[config.mk]
export PLATFORM = sky130hd
export DESIGN_NAME = arb_pkt_mux
export DESIGN_NICKNAME = d
export VERILOG_FILES = /design/src/rtl/arb_pkt_mux.sv
export SDC_FILE = /design/constraint.sdc
export NUM_CORES = 1
export LEC_CHECK = 0
export CAP_MARGIN = 20
export CORE_UTILIZATION = 38
export CTS_CLUSTER_SIZE = 8
export DETAILED_ROUTE_END_ITERATION = 16
export PLACE_DENSITY = 0.85
export SLEW_MARGIN = 5
export SYNTH_ARGS = -nofsm -noshare
export SYNTH_HDL_FRONTEND = slang
export SYNTH_SLANG_ARGS = --single-unit
[constraint.sdc]
create_clock -name clk -period 1.8 [get_ports clk]
set_clock_uncertainty 0.05 [all_clocks]
set_input_delay 0.36 -clock clk [delete_from_list [all_inputs] [get_ports clk]]
set_output_delay 0.36 -clock clk [all_outputs]
set_load 0.02 [all_outputs]
[src/rtl/arb_pkt_mux.sv]
// Packet-locking front end for a matrix arbiter: requests arbitration,
// locks the granted channel for a whole packet and forwards its beats.
//
// Ports:
//   clk, rst             clock, synchronous active-high reset
//   in_valid/data/last   per-channel packet beats (channel i at [i*DW +: DW])
//   in_ready             per-channel ready, at most one bit high
//   req, gnt, upd        arbiter request, one-hot grant, priority update
//   out_valid/data/last  registered downstream beat, out_ready backpressure
//   err                  sticky flag for an illegal grant seen in IDLE
module arb_pkt_mux #(
    parameter int N  = 3,
    parameter int DW = 8
) (
    input  logic            clk,
    input  logic            rst,
    input  logic [N-1:0]    in_valid,
    input  logic [N*DW-1:0] in_data,
    input  logic [N-1:0]    in_last,
    output logic [N-1:0]    in_ready,
    output logic [N-1:0]    req,
    input  logic [N-1:0]    gnt,
    output logic            upd,
    output logic            out_valid,
    output logic [DW-1:0]   out_data,
    output logic            out_last,
    input  logic            out_ready,
    output logic            err
);

    typedef enum logic {
        IDLE = 1'b0,
        LOCK = 1'b1
    } state_t;

    state_t          state_q, state_d;
    logic [N-1:0]    sel_q, sel_d;
    logic            out_valid_q, out_valid_d;
    logic [DW-1:0]   out_data_q, out_data_d;
    logic            out_last_q, out_last_d;
    logic            err_q, err_d;

    logic [DW-1:0]   mux_data;
    logic            mux_last;
    logic            gnt_onehot;
    logic            hs;

    // sel is one-hot, so a priority-free loop acts as a plain mux
    always_comb begin
        mux_data = '0;
        mux_last = 1'b0;
        for (int i = 0; i < N; i++) begin
            if (sel_q[i]) begin
                mux_data = in_data[i*DW +: DW];
                mux_last = in_last[i];
            end
        end
    end

    assign gnt_onehot = (gnt != '0) && ((gnt & (gnt - N'(1))) == '0);
    assign hs         = |(in_valid & in_ready);

    always_comb begin
        state_d  = state_q;
        sel_d    = sel_q;
        err_d    = err_q;
        req      = '0;
        in_ready = '0;
        upd      = 1'b0;
        if (!rst) begin
            unique case (state_q)
                IDLE: begin
                    req = in_valid;
                    if (gnt != '0) begin
                        // a one-hot grant on a valid channel is the only legal win
                        if (gnt_onehot && ((gnt & in_valid) != '0)) begin
                            state_d = LOCK;
                            sel_d   = gnt;
                        end else begin
                            err_d = 1'b1;
                        end
                    end
                end
                LOCK: begin
                    // holding req on sel keeps the arbiter grant parked here
                    req = sel_q;
                    if (!out_valid_q || out_ready) begin
                        in_ready = sel_q;
                    end
                    if (|(in_valid & sel_q) && (!out_valid_q || out_ready)
                        && mux_last) begin
                        upd     = 1'b1;
                        state_d = IDLE;
                        sel_d   = '0;
                    end
                end
                default: begin
                    state_d = IDLE;
                    sel_d   = '0;
                end
            endcase
        end
    end

    always_comb begin
        out_valid_d = out_valid_q;
        out_data_d  = out_data_q;
        out_last_d  = out_last_q;
        if (hs) begin
            out_valid_d = 1'b1;
            out_data_d  = mux_data;
            out_last_d  = mux_last;
        end else if (out_ready) begin
            out_valid_d = 1'b0;
        end
    end

    always_ff @(posedge clk) begin
        if (rst) begin
            state_q     <= IDLE;
            sel_q       <= '0;
            out_valid_q <= 1'b0;
            out_data_q  <= '0;
            out_last_q  <= 1'b0;
            err_q       <= 1'b0;
        end else begin
            state_q     <= state_d;
            sel_q       <= sel_d;
            out_valid_q <= out_valid_d;
            out_data_q  <= out_data_d;
            out_last_q  <= out_last_d;
            err_q       <= err_d;
        end
    end

    assign out_valid = out_valid_q;
    assign out_data  = out_data_q;
    assign out_last  = out_last_q;
    assign err       = err_q;

endmodule

==> results.sh <==
export IMPL_n_antenna_cell=0
export IMPL_syn_num_nets=147
export IMPL_grt_ovfl_total=0
export IMPL_crit_type="register to primary output"
export IMPL_clk_pin_slew_ns=0.10
export IMPL_maxCapViolations=0
export IMPL_die_area_um2=2700
export IMPL_core_um2=2280
export IMPL_synth_xor_area_share_pct=0
export IMPL_initial_core_util_pct=41.7
export IMPL_die_x_um=52.0
export IMPL_relSlewSlack_pct=77.6
export IMPL_syn_inst=111
export IMPL_row_count=17
export IMPL_grt_pass1_vias=1137
export IMPL_finalWorstSetupSlack_ns=-0.153
export IMPL_whs_ns=0.451
export IMPL_syn_mean_instance_area_um2=8.54
export IMPL_synth_adder_area_share_pct=0
export IMPL_antenna_found_initial=0
export IMPL_cp_end_kind="primary output"
export IMPL_required_ns=1.39
export IMPL_hold_class="register to register"
export IMPL_cts_root_buf="clkbuf_4"
export IMPL_post_drt_wl_per_cell_um=17.3
export IMPL_p_leak_nw=0.768
export IMPL_io_pins=54
export IMPL_cts_buffer_depth=2
export IMPL_final_max_slew_viol_count=0
export IMPL_cts_sinks=15
export IMPL_via_per_inst=5.57
export IMPL_synth_top_family_by_area="simple AND/OR/NAND/NOR gates"
export IMPL_cts_max_level=1
export IMPL_drive_above_1_share_pct=34.2
export IMPL_synth_mux_area_share_pct=1.06
export IMPL_vias=1230
export IMPL_status="complete, but fails checks"
export IMPL_grt_setup_unrepaired="yes"
export IMPL_tightest_slew_ns=0.333
export IMPL_synth_compound_area_share_pct=27.2
export IMPL_hpwl_um=2490
export IMPL_async_reset_ff_share_pct=0
export IMPL_finalCritPeriodShare_pct=109
export IMPL_worst_ep_arrival_time_ns=1.54
export IMPL_fillers=145
export IMPL_grtUsageTotal_pct=26.5
export IMPL_cts_tree="built"
export IMPL_synth_edff_count=0
export IMPL_port_buffer_count=53
export IMPL_min_period_ns=1.95
export IMPL_fmax_mhz=512
export IMPL_synth_warnings=0
export IMPL_violations="negative setup slack"
export IMPL_setup_viol=1
export IMPL_clk_latency_ns=0.30
export IMPL_routabilityCongestion=0.823
export IMPL_route_detailed_drc=0
export IMPL_grt_max_degree=19
export IMPL_nNetsFinal=230
export IMPL_syn2layout_area_growth_pct=91.0
export IMPL_postLayoutCoreUtil_pct=79.6
export IMPL_die_h_um=52.0
export IMPL_cts_made_buffers=3
export IMPL_dr_pass1_iters=4
export IMPL_drtIter0Drc=34
export IMPL_hold_viol=0
export IMPL_yosysSeqAreaShare_pct=31.7
export IMPL_yosys_area_share_simple_pct=35.6
export IMPL_start_kind="register"
export IMPL_cp_max_fo=4
export IMPL_cts_hold_buf=0
export IMPL_synth_seq_cells=15
export IMPL_grt_pass1_wl_um=5290
export IMPL_yosys_most_used_dff="dfxtp_1"
export IMPL_power_density_nw_per_um2=464
export IMPL_routed_wl_um=3820
export IMPL_syn_area_um2=948
export IMPL_yosysUniqueCellTypes=32
export IMPL_ir_worst_vdd_uv=516
export IMPL_final_antenna_net_count=0
-- where the power goes --
part | switching (mW) | internal, mW
Clock | 0.124 | 0.0830
Combinational | 0.114 | 0.165
Sequential | 0.0126 | 0.341
Total | 0.251 | 0.590
-- synth_stat cells (all sizes together), types with 2 or more instances --
library cell | n | share of area [%]
o311ai | 2 | 3.4
nor3 | 4 | 3.2
nand2b | 3 | 2.2
nand3b | 2 | 1.6
clkbuf | 5 | 2.0
and2 | 4 | 2.9
nor3b | 10 | 7.9
and4bb | 3 | 4.0
nor2 | 6 | 2.4
a21o | 8 | 6.3
buf | 3 | 2.1
o21ai | 8 | 4.2
nor2b | 3 | 2.0
a22oi | 8 | 6.3
a21oi | 2 | 1.1
nand2 | 13 | 5.1
or4b | 2 | 2.1
nor4 | 2 | 1.3
dfxtp | 15 | 32
-- path summary, 6_finish.rpt --
path | start | to | slack, ns | cells after the start
min reg2reg | out_last | out_last | 0.45 | 2
min | out_last | out_last | 0.45 | 2
max | sel_q[0] | upd | -0.15 | 6
max reg2reg | sel_q[0] | sel_q[0] | 0.07 | 7
-- critical path, cell delays in order (launching register included) --
cell and delay, ns:
dfxtp_2 0.36, buf_6 0.12, nor2b_4 0.12, a221o_1 0.36
nand2_2 0.12, nor2_4 0.05, buf_6 0.12
-- per-layer routing --
metal	global-route usage, %	wire length (um)
met5	0	0
met4	8.11	93
met1	32.5	1510
met3	4.09	142
met2	46.8	2070
-- layout make-up --
| type | count | area [um2] | area share, % |
|---|---|---|---|
| repair buffers | 86 | 768 | 42.4 |
| multi-input cells | 87 | 669 | 36.9 |
| flip-flops and latches | 15 | 308 | 17.0 |
| well taps | 28 | 35.0 | 1.93 |
| clock buffers | 3 | 22.5 | 1.24 |
| clock inverters | 1 | 5.00 | 0.276 |
| inverters | 1 | 3.75 | 0.207 |
-- placed cells by master, fill, tap and decap left out, drive strengths merged, types with 2 or more instances in the layout --
cell type	netlist	routed
dfxtp	15	15
a21o	8	8
nor2b	3	3
nor3b	10	10
nor4	2	2
nor3	4	4
a21oi	2	2
clkbuf	5	3
o21ai	8	8
nand2b	3	3
and2	4	4
o311ai	2	2
dlygate4sd2	0	2
clkdlybuf4s50	0	42
a22oi	8	8
buf	3	40
nand2	13	13
nand3b	2	2
or4b	2	2
and4bb	3	3
nor2	6	6
-- registers in the layout (all words and copies together) (netlist names) --
signal	count
err	1
out_data	8
out_last	1
out_valid	1
sel_q	3
state_q	1
-- per-stage QoR --
| step | cell area, um2 | total power, mW | setup slack, ns | instances | TNS, ns |
|---|---|---|---|---|---|
| floorplan | 948 | 0.447 | 0.184 | 111 | 0 |
| global placement | 1670 | 0.598 | -0.589 | 208 | -4.97 |
| CTS | 1750 | 0.810 | -0.102 | 219 | -0.102 |
| finish | 1810 | 0.840 | -0.153 | 221 | -0.153 |
| global route | 1810 | 0.871 | -0.180 | 221 | -0.204 |
| detailed placement | 1670 | 0.604 | -0.625 | 208 | -6.28 |
-- kinds of logic (layout without fill, tap and decap cells) --
group | count (synthesis) | after routing
AOI/OAI and AO/OA | 33 | 33
buffers and inverters | 9 | 91
DFF | 15 | 15
muxes | 1 | 1
and+or+nand+nor | 53 | 53
-- repair_timing --
| item | CTS | global route |
|---|---|---|
| gates resized for setup | 38 | 18 |
| setup endpoints to repair | 7 | 10 |
| setup buffers | 8 | 3 |
| pin swaps | 3 | 4 |
No activity file was read; power rests on OpenSTA's default activity.
